### config.mk
export PLATFORM = sky130hd
export DESIGN_NAME = xor_cipher_cfg_loader
export DESIGN_NICKNAME = d
export VERILOG_FILES = /design/src/rtl/xor_cipher_pkg.sv /design/src/rtl/cfg_shift_reg.sv /design/src/rtl/xor_cipher_cfg_loader.sv
export SDC_FILE = /design/constraint.sdc
export NUM_CORES = 1
export LEC_CHECK = 0
export BUFFER_PORTS_ARGS = -buffer_cell sky130_fd_sc_hd__clkbuf_2
export CORE_ASPECT_RATIO = 1.1
export CORE_MARGIN = 3
export CORE_UTILIZATION = 49
export CTS_CLUSTER_DIAMETER = 30
export DETAILED_ROUTE_END_ITERATION = 6
export PLACE_DENSITY = 0.76
export SLEW_MARGIN = 10
export SYNTH_ARGS = -nofsm -noshare
export SYNTH_HDL_FRONTEND = slang
export SYNTH_HIERARCHICAL = 1
export SYNTH_SLANG_ARGS = --single-unit
### constraint.sdc
create_clock -name clk -period 1.5 [get_ports clk]
set_clock_uncertainty 0.1 [all_clocks]
set_input_delay 0.225 -clock clk [delete_from_list [all_inputs] [get_ports clk]]
set_output_delay 0.225 -clock clk [all_outputs]
set_load 0.1 [all_outputs]
### src/rtl/xor_cipher_pkg.sv
// Shared types and constants for the stream cipher configuration loader.
package xor_cipher_pkg;

    typedef enum logic [1:0] {
        IDLE   = 2'd0,
        SHIFT  = 2'd1,
        VERIFY = 2'd2,
        DONE   = 2'd3
    } state_t;

    localparam int unsigned CHAIN_W_DEFAULT = 64;
    localparam int unsigned LFSR_W          = 32;

endpackage

### src/rtl/cfg_shift_reg.sv
// Parallel-load / serial-shift register used both to transmit the chain image
// and to capture the bits returning from the chain.
module cfg_shift_reg #(
    parameter int unsigned W = 64
) (
    input  logic         clk,
    input  logic         rst,
    input  logic         load_i,
    input  logic [W-1:0] load_data_i,
    input  logic         shift_i,
    input  logic         ser_i,
    output logic         ser_o,
    output logic [W-1:0] par_o
);

    logic [W-1:0] sr_q, sr_d;

    always_comb begin
        sr_d = sr_q;
        if (load_i) begin
            sr_d = load_data_i;
        end else if (shift_i) begin
            sr_d = {sr_q[W-2:0], ser_i};
        end
    end

    always_ff @(posedge clk) begin
        if (rst) begin
            sr_q <= '0;
        end else begin
            sr_q <= sr_d;
        end
    end

    assign ser_o = sr_q[W-1];
    assign par_o = sr_q;

endmodule

### src/rtl/xor_cipher_cfg_loader.sv
// Host-side master for the cipher serial config chain: shifts a parallel image
// in MSB-first and returns the prior chain contents. Optional readback check: CFG_VERIFY_EN.
module xor_cipher_cfg_loader
    import xor_cipher_pkg::*;
#(
    parameter int unsigned CHAIN_W = CHAIN_W_DEFAULT
) (
    input  logic               clk,
    input  logic               rst,
    input  logic               load_valid,
    output logic               load_ready,
    input  logic [CHAIN_W-1:0] load_data,
    output logic [CHAIN_W-1:0] rd_data,
    output logic               rd_valid,
    output logic               busy,
    output logic               cfg_en,
    output logic               cfg_i,
    input  logic               cfg_o,
    output logic               cfg_err
);

    localparam int unsigned        CNT_W = $clog2(CHAIN_W);
    localparam logic [CNT_W-1:0]   LAST  = CNT_W'(CHAIN_W - 1);

    state_t             state_q, state_d;
    logic [CNT_W-1:0]   cnt_q, cnt_d;
    logic               tx_load, tx_shift, cap_shift;
    logic               tx_msb, tx_ser_in;
    logic               cap_ser_unused;
    logic [CHAIN_W-1:0] tx_par_unused;

    // With verification the TX register rotates, so after the SHIFT pass it
    // again holds the image and can be compared bit-for-bit during VERIFY.
`ifdef CFG_VERIFY_EN
    logic err_q, err_d;
    assign tx_ser_in = tx_msb;
`else
    assign tx_ser_in = 1'b0;
`endif

    cfg_shift_reg #(.W(CHAIN_W)) u_txsr (
        .clk         (clk),
        .rst         (rst),
        .load_i      (tx_load),
        .load_data_i (load_data),
        .shift_i     (tx_shift),
        .ser_i       (tx_ser_in),
        .ser_o       (tx_msb),
        .par_o       (tx_par_unused)
    );

    cfg_shift_reg #(.W(CHAIN_W)) u_capture (
        .clk         (clk),
        .rst         (rst),
        .load_i      (1'b0),
        .load_data_i ('0),
        .shift_i     (cap_shift),
        .ser_i       (cfg_o),
        .ser_o       (cap_ser_unused),
        .par_o       (rd_data)
    );

    always_comb begin
        state_d   = state_q;
        cnt_d     = cnt_q;
        tx_load   = 1'b0;
        tx_shift  = 1'b0;
        cap_shift = 1'b0;
`ifdef CFG_VERIFY_EN
        err_d     = err_q;
`endif
        case (state_q)
            IDLE: begin
                if (load_valid) begin
                    state_d = SHIFT;
                    cnt_d   = '0;
                    tx_load = 1'b1;
`ifdef CFG_VERIFY_EN
                    err_d   = 1'b0;
`endif
                end
            end
            SHIFT: begin
                tx_shift  = 1'b1;
                cap_shift = 1'b1;
                cnt_d     = cnt_q + CNT_W'(1);
                if (cnt_q == LAST) begin
                    cnt_d = '0;
`ifdef CFG_VERIFY_EN
                    state_d = VERIFY;
`else
                    state_d = DONE;
`endif
                end
            end
`ifdef CFG_VERIFY_EN
            VERIFY: begin
                tx_shift = 1'b1;
                cnt_d    = cnt_q + CNT_W'(1);
                if (cfg_o != tx_msb) begin
                    err_d = 1'b1;
                end
                if (cnt_q == LAST) begin
                    cnt_d   = '0;
                    state_d = DONE;
                end
            end
`endif
            DONE: begin
                state_d = IDLE;
            end
            default: begin
                state_d = IDLE;
            end
        endcase
    end

    always_ff @(posedge clk) begin
        if (rst) begin
            state_q <= IDLE;
            cnt_q   <= '0;
        end else begin
            state_q <= state_d;
            cnt_q   <= cnt_d;
        end
    end

`ifdef CFG_VERIFY_EN
    always_ff @(posedge clk) begin
        if (rst) begin
            err_q <= 1'b0;
        end else begin
            err_q <= err_d;
        end
    end

    assign cfg_err = err_q;
    // Recirculate the chain tail so the chain contents survive the readback pass.
    assign cfg_i   = (state_q == SHIFT)  ? tx_msb :
                     (state_q == VERIFY) ? cfg_o  : 1'b0;
    assign cfg_en  = (state_q == SHIFT) || (state_q == VERIFY);
`else
    assign cfg_err = 1'b0;
    assign cfg_i   = (state_q == SHIFT) ? tx_msb : 1'b0;
    assign cfg_en  = (state_q == SHIFT);
`endif

    assign load_ready = (state_q == IDLE);
    assign busy       = (state_q != IDLE);
    assign rd_valid   = (state_q == DONE);

endmodule
Word-level counts from Yosys, hierarchy flattened
Index checks and enable logic that the tools add are counted.
- word-level logic and storage cells: 28
- output and inout bits: 70
- flip-flop bits (word level): 136
- bits of input ports: 68
- mux-type cells: 12
- equal/unequal tests: 5
- reduce and logical (&&, ||, !) cells: 6
- add/subtract/negate cells: 1
- operator list (operator ; count):
    $mux 64 ; 2
    $mux 6 ; 2
    $pmux 6 s2 ; 1
    $add 6x1->6 const B ; 1
    $eq 6x6->1 const B ; 1
    $reduce_bool 2->1 ; 3
    $mux 1 ; 4
    $mux 2 ; 2
    $pmux 2 s2 ; 1
    $reduce_and 2->1 ; 2
    $eq 2x1->1 const B ; 1
    $eq 2x2->1 const B ; 1
    $logic_not 2->1 ; 1
    $ne 2x1->1 const B ; 1
    $ne 2x2->1 const B ; 1

Logic depth before layout (Yosys ltp)
Gate-level depths: netlist (run 1).
- depth after elaboration: 4
- gate-level depth with buffers: 7
- mapped depth without buffers: 5

Modules after synthesis
The synthesis (run 1) kept the hierarchy.
- by module, submodules not included (module ; area an instance (um^2) ; instances ; cells each ; sequential area each (um^2)):
    cfg_shift_reg ; 2999.1 ; 2 ; 285 ; 1281.2
    xor_cipher_cfg_loader ; 422.9 ; 1 ; 49 ; 160.2

Worst setup path after synthesis (run 1)
OpenSTA, ideal clock, no wires.
- kind: register -> register
- start: register state_q[1]
- end: register u_txsr.sr_q[21], in the netlist u_txsr/par_o[21]
- required time: 1.314 ns
- buffers on the path: 2
- cell stages (with the launch flop): 8
- data arrival time: 2.458 ns
- period minus slack after synthesis: 2.644 ns
- setup time: 0.086 ns
- path slack: -1.144 ns
- path through: dfxtp_1 or2_2 inv_1 and2_1 buf_2 inv_2 clkbuf_1 a211oi_1
- cells in the longest elaborated chain, start to end: 3
- elaborated cells between the ends (all ways): 6
- those cells by class: eq/ne: 1; mux: 3; reduce/logical: 2
- ends and longest elaborated chain (item ; RTL line ; source):
    start: declaration ; xor_cipher_cfg_loader.sv:25 ; state_t state_q, state_d;
    start signal: assignment ; xor_cipher_cfg_loader.sv:123 ; state_q <= state_d;
    $logic_not 2->1 * ; n/a ;
    named net load_ready ; xor_cipher_cfg_loader.sv:11 ; output logic load_ready,
    $mux 1 * ; xor_cipher_cfg_loader.sv:72 ; case (state_q)
    named net tx_load ; xor_cipher_cfg_loader.sv:27 ; logic tx_load, tx_shift, cap_shift;
    $mux 64 / $reduce_bool 2->1 (equally long branches) ; n/a ;
    end signal: assignment ; cfg_shift_reg.sv:31 ; sr_q <= sr_d;
    end: declaration ; cfg_shift_reg.sv:16 ; logic [W-1:0] sr_q, sr_d;
Mark *: on every way through the listed nets, which the timed path passes. The rest lies on a longest branch.
A chain may end at the register's enable or synchronous reset.

Final worst setup path (run 1)
- start: register state_q[1]
- end: register u_txsr.sr_q[43], in the netlist u_txsr/par_o[43]
- cells in the longest elaborated chain, start to end: 3
- elaborated cells between the ends (all ways): 6
- those cells by class: eq/ne: 1; mux: 3; reduce/logical: 2
- ends and longest elaborated chain (item ; RTL line):
    $eq 2x1->1 / $logic_not 2->1 (equally long branches) ; xor_cipher_cfg_loader.sv:72
    $mux 1 ; xor_cipher_cfg_loader.sv:72
    $reduce_bool 2->1 (no line) / $mux 64 (equally long branches) ; n/a
Several ways; a longest one is shown, not always the timed one.

==> results of run 1 <==
## stage by stage
stage	util [%]	cell area, µm²	hold slack (ns)	total power, mW
2_1_floorplan	-	6780	0.309	6.07
3_5_place_dp	62.0	7880	0.404	6.60
5_1_grt	77.8	9880	0.00154	11.4
4_1_cts	76.4	9700	0.000304	10.9
3_3_place_gp	62.0	7880	0.400	6.54
6_report	77.8	9880	0.0152	11.0
## what timing repair did
item / CTS / global route
buffers inserted: 19 / 4
hold buffers: 43 / 2
hold endpoints to repair: 44 / 2
resized for setup: 71 / 57
cloned: 14 / 0
setup endpoints to repair: 133 / 139
pin swaps: 76 / 26
## routing by layer
metal / vias up / wire, µm / GRT usage [%]
met4: 0 / 616 / 9.88
met2: 215 / 10500 / 46.9
met5: - / 0 / 0
met1: 2780 / 7780 / 29.5
met3: 52 / 1240 / 7.30
li1: 2742 / - / -
## power breakdown
part / internal [mW] / switching [mW] / total [mW]
clock: 2.37 / 1.48 / 3.85
combinational: 1.16 / 1.88 / 3.05
sequential: 3.91 / 0.232 / 4.14
total: 7.44 / 3.59 / 11.0
## how the worst max path moves through the flow
stage | depth (start not counted) | end | startpoint | slack [ns]
finish | 7 | u_txsr/par_o[43] | state_q[1] | -0.39
global route | 7 | u_txsr/par_o[34] | state_q[1] | -0.38
CTS | 5 | cfg_i | state_q[1] | -0.28
detailed placement | 6 | u_txsr/par_o[21] | state_q[1] | -0.16
global placement | 6 | u_txsr/par_o[55] | state_q[0] | -0.06
floorplan | 7 | u_txsr/par_o[11] | state_q[0] | -0.73
## layout make-up
class | count | area (µm²)
Sequential cell | 136 | 2730
Clock inverter | 4 | 45.0
Clock buffer | 25 | 485
Tap cell | 157 | 196
Timing Repair Buffer | 247 | 2450
Inverter | 4 | 35.0
Fill cell | 764 | 2820
Multi-Input combinational cell | 488 | 3940
## worst register-to-register path: cells and delay by family (launching register included)
family / cells / cell delay, ns
AOI/OAI and AO/OA: 1 / 0.14
DFF: 1 / 0.33
buffers and inverters: 4 / 0.68
muxes: 1 / 0.36
and+or+nand+nor: 1 / 0.15
## sequential cells by signal, indices dropped and copies added (netlist names)
| signal | flops |
|---|---|
| u_capture/par_o | 64 |
| u_txsr/par_o | 64 |
| cnt_q | 6 |
| state_q | 2 |
## layout by cell type (no fill, tap or decap), types with 2 or more instances in the layout
cell / count
nor2b_1: 114
buf_8: 2
buf_4: 85
conb_1: 68
clkbuf_16: 18
clkinv_2: 3
nor2_1: 4
a211oi_2: 41
nand2_1: 5
a21oi_2: 2
dfxtp_1: 134
and2_4: 3
mux2i_2: 11
a211oi_1: 87
clkbuf_2: 66
clkinvlp_4: 2
mux2i_1: 116
buf_12: 27
buf_16: 12
nor2b_2: 6
buf_6: 9
dlygate4sd3_1: 45
clkbuf_1: 5
nor2b_4: 9
clkbuf_8: 3
==> impl_results.md, run 1 <==
- Syn_area_per_cell: roughly 10 µm²
- Worst setup EP type: register
- Placed Instances: 957
- HPWL after detailed placement: between 10000 and 15000 µm
- Max_cap viols: 0
- P_leak: 4.18 nW
- Via count: approximately 5.8k
- First drt pass iteration count: 5
- Grt ovf: 0
- Share of cells above drive strength 1: a little over a third
- Setup TNS: -21.08 ns
- Vias in the first global route: about 6.0k
- Overall routed net length: just over 20000 µm
- Worst Hold Class: input port to register
- Yosys warns: 6
- Layout Cells excl Fill: ~1.1k
- Kind of critical path: register to register
- Inserted Clock Buffers: 17
- Hold Path Stages: 3
- R2R Path End: u_txsr/par_o[43]
- Initial antenna violation count: 0
- Crit-path slowest cell: mux2i_1
- Layout Nets: 963
- Drt drc: 0
- Port Buffers: roughly 140
- Synth Cell Area: about 6400 µm²
- RSZ-0062 raised after global routing: yes
- CP Buf/Inv Count: 4
- Post-route setup slack: -0.386 ns
- Max Freq: 530 MHz
- CTS root buf: clkbuf_16
- Chip width: 115 µm
- WP data arrival: slightly above 2 ns
- I/O pins: roughly 140
- Diodes inserted: 0
- Avg WL per Cell: around 19 µm
- Initial Util: between 50% and 60%
- Vias per cell: ~5.5
- Status: finished with violations
- Clk buf depth: 2
- Core area: roughly 13000 µm²
- # clock sinks: around 140
- Flop2flop setup slack: -0.39 ns
- Period utilization: 126%
- Crit-path leading delay family: buffers and inverters
- First-pass GRT wire length: 30300 µm
- Tightest Pin Transition: around 0.66 ns
- Final hold viol count: 0
- Largest net degree at the start of global routing: 65
- CP dominant cell by count: buf_4
- Setup Slack @ Placement: -0.155 ns
- H-Tree Depth: 4
- Crit-path cells: nand2b_4 -> clkinvlp_4 -> buf_12 -> buf_4 -> buf_4 -> mux2i_1 -> a211oi_2
- 1st-iter DRT viols: 313
- Rows: between 40 and 50
- Mapped Cells: a little over 600
- CP startpoint kind: register
- Failing checks: setup timing
- Worst R2R Path Depth: 7
- Routed Antenna Nets: 0
- Slew Limit Fails: 0
- Max VDD drop: around 0.72 mV
- Min cycle time layout: 1.89 ns
- Pwr/cell area: 1120 nW/µm²
- GPL Wtd Cong: between 0.8 and 0.9
- Area of the die: about 14000 µm²
- Hold Path End: u_txsr/par_o[39]
- Max_slew headroom: approximately 56%
- Worst r2r src: state_q[1]
- Area Overhead vs Synth: 54.0%
- GRT Resource Usage Total: a little over a quarter
- Critical Path Fanout Max: 13
- CP peak stage delay: roughly 0.35 ns
- Die Height: between 100 and 150 µm
- CTS tree: built
- # setup viols final: around 130
- Worst-Skew Late Latency: 0.41 ns
- Hold Startpoint: load_data[39]
- CP Data Required Time: roughly 1.7 ns
- Clock slew at reported path FFs: ~0.060 ns
Note: power is estimated with default switching activity, not from simulation.
==> inputs of run 2 (changes only) <==
--- a/config.mk
+++ b/config.mk
@@ -5,13 +5,14 @@
 export SDC_FILE = /design/constraint.sdc
 export NUM_CORES = 1
 export LEC_CHECK = 0
+export ABC_AREA = 1
 export BUFFER_PORTS_ARGS = -buffer_cell sky130_fd_sc_hd__clkbuf_2
 export CORE_ASPECT_RATIO = 1.1
 export CORE_MARGIN = 3
-export CORE_UTILIZATION = 49
+export CORE_UTILIZATION = 50
 export CTS_CLUSTER_DIAMETER = 30
 export DETAILED_ROUTE_END_ITERATION = 6
-export PLACE_DENSITY = 0.76
+export PLACE_DENSITY = 0.77
 export SLEW_MARGIN = 10
 export SYNTH_ARGS = -nofsm -noshare
 export SYNTH_HDL_FRONTEND = slang
==> impl_results.md, run 2 <==
- H-Tree Depth: 4 (unchanged)
- R2R Path End: u_txsr/par_o[23]
- Initial Util: 51.2% (+0.66 points)
- CTS tree: built
- Clk buf depth: 2 (unchanged)
- Grt ovf: 0 (unchanged)
- Crit-path cells: buf_6 -> nor2_4 -> clkinvlp_4 -> nor2_4 -> buf_6 -> nor2_4 -> clkbuf_16 -> buf_6 -> nand2_2 -> nand3_2 -> nand2_1 -> inv_1
- Vias per cell: 5.13 (-5.9%)
- Worst r2r src: state_q[0]
- Hold Path Stages: 5 (+2)
- RSZ-0062 raised after global routing: yes
- Synth Cell Area: 6790 µm² (+5.9%)
- Rows: 44 (+2.3%)
- CP peak stage delay: 0.33 ns (-0.02 ns)
- Sequential power share: 34.7% (-2.8 points)
- Post-route setup slack: -0.353 ns (+0.0331 ns)
- Critical Path Fanout Max: 6 (-7)
- Share of cells above drive strength 1: 33.2% (-1.5 points)
- First-pass GRT wire length: 32000 µm (+5.7%)
- Largest net degree at the start of global routing: 68 (+4.6%)
- Overall routed net length: 23000 µm (+15%)
- Core area: 13300 µm² (+4.5%)
- Pwr/cell area: 1120 nW/µm² (about the same)
- Max VDD drop: 0.773 mV (+7.1%)
- Period utilization: 124% (-2.2 points)
- Clock slew at reported path FFs: 0.06 ns (about the same)
- Kind of critical path: register to register
- Most common cell after layout, fill and taps aside: nand2_1
- # clock sinks: 136 (unchanged)
- Slew Limit Fails: 0 (unchanged)
- Flop2flop setup slack: -0.35 ns (+0.03 ns)
- First drt pass iteration count: 7 (+2)
- Drt drc: 1 (+1)
- Chip width: 117 µm (+1.8%)
- Die Height: 128 µm (+1.8%)
- Avg WL per Cell: 15.5 µm (-18%)
- CP startpoint kind: register
- Diodes inserted: 0 (unchanged)
- Routed Antenna Nets: 0 (unchanged)
- GPL Wtd Cong: 0.790 (-1.4%)
- Inserted Clock Buffers: 17 (unchanged)
- P_leak: 5.91 nW (+41%)
- Crit-path leading delay family: buffers and inverters
- Area Overhead vs Synth: 54.2% (about the same)
- GRT Resource Usage Total: 26.7% (+0.38 points)
- Sw Share: 33.3% (+0.71 points)
- Status: finished with violations
- Crit-path slowest cell: dfxtp_2
- Initial antenna violation count: 0 (unchanged)
- CP Data Required Time: 1.72 ns (+0.05 ns)
- Worst-Skew Late Latency: 0.42 ns (about the same)
- Worst setup EP type: register
- Syn_area_per_cell: 6.55 µm² (-37%)
- HPWL after detailed placement: 10000 µm (-0.67%)
- Vias in the first global route: 6592 (+9.2%)
- Via count: 7603 (+31%)
- Final Cell Area: 10500 µm² (+6.0%)
- Hold Path End: u_txsr/par_o[36]
- CTS root buf: clkbuf_16
- Layout Nets: 1354 (+41%)
- # fillers: 853 (+12%)
- Final Power: 11.7 mW (+6.1%)
- Post-Route Utilization: 78.9% (+1.1 points)
- Setup Slack @ Placement: -0.0518 ns (+0.103 ns)
- Sw Pwr: 3.89 mW (+8.4%)
- Yosys warns: 6 (unchanged)
- I/O pins: 138 (unchanged)
- 1st-iter DRT viols: 843 (+170%)
- Hold Startpoint: load_data[36]
- Comb pwr share: 28.2% (+0.6 points)
- Failing checks: DRC, setup timing
- Min cycle time layout: 1.85 ns (-0.0331 ns)
- Most frequent cells in the layout: nand2_1 (290), nand3_1 (193), dfxtp_1 (134)
- Area of the die: 15000 µm² (+3.5%)
- WP data arrival: 2.07 ns (+0.02 ns)
- DP Area: 8120 µm² (+3.0%)
- Max_cap viols: 0 (unchanged)
- Setup TNS: -23.97 ns (-2.89 ns)
- Mapped Cells: 1037 (+68%)
- Final hold viol count: 0 (unchanged)
- Int Pwr: 7.81 mW (+4.9%)
- Port Buffers: 136 (unchanged)
- Max Freq: 540 MHz (+1.8%)
- Worst R2R Path Depth: 12 (+5)
- CP Buf/Inv Count: 6 (+2)
- # setup viols final: 125 (-6.0%)
- Worst Hold Class: input port to register
- Clk pwr share: 37.1% (+2.2 points)
-- run 2: power by group through the flow --
| stage | clock network [mW] | registers (mW) | logic, mW |
|---|---|---|---|
| final | 4.34 | 4.07 | 3.30 |
| after global placement | 0 | 4.10 | 2.34 |
| after floorplan | 0 | 4.80 | 1.14 |
| after detailed placement | 0 | 4.10 | 2.36 |
| after global routing | 4.55 | 4.09 | 3.47 |
| after CTS | 4.37 | 4.03 | 2.88 |
-- run 2: worst max-delay path by stage --
stage	from	endpoint	slack (ns)	cells past startpoint
after CTS	state_q[0]	cfg_i	-0.22	5
after global placement	state_q[1]	u_txsr/par_o[32]	0.01	9
after detailed placement	state_q[1]	u_txsr/par_o[49]	-0.05	9
final	state_q[0]	u_txsr/par_o[23]	-0.35	12
after floorplan	state_q[0]	u_txsr/par_o[40]	-1.07	9
after global routing	state_q[0]	u_txsr/par_o[42]	-0.39	12
-- run 2: cell type report --
| cell class | instances | area [µm²] | share of cell area, % |
|---|---|---|---|
| multi-input cells | 760 | 4040 | 38.6 |
| flip-flops and latches | 136 | 2730 | 26.1 |
| repair buffers | 227 | 2300 | 22.0 |
| inverters | 143 | 559 | 5.34 |
| clock buffers | 23 | 488 | 4.66 |
| well taps | 184 | 230 | 2.20 |
| clock inverters | 8 | 119 | 1.14 |
-- run 2: timing repair --
item	4_1_cts	5_1_grt
hold buffers	24	1
cloned	11	10
endpoints found under the hold margin	24	1
pin swaps	27	12
setup buffers	15	15
gates resized for setup	122	103
setup endpoints to repair	60	84
-- run 2: stage by stage --
stage               cells  hold WS (ns)
CTS                  1466       0.00210
floorplan            1105         0.190
global placement     1385         0.352
finish               1481       0.00111
global route         1481        0.0222
detailed placement   1385         0.357
-- run 2: routing by layer --
metal | share of wire [%] | track usage (%) | up-vias
met3 | 7.2 | 6.33 | 85
met4 | 4.3 | 12.9 | 0
met2 | 49 | 42.1 | 381
li1 | - | - | 3645
met1 | 40 | 34.1 | 3492
met5 | 0 | 0 | -
-- run 2: tightest hold or removal path: stages --
cell and delay (ns):
clkbuf_2 0.10, nand2_4 0.04, nand3_2 0.04, nand2_1 0.04, inv_1 0.04
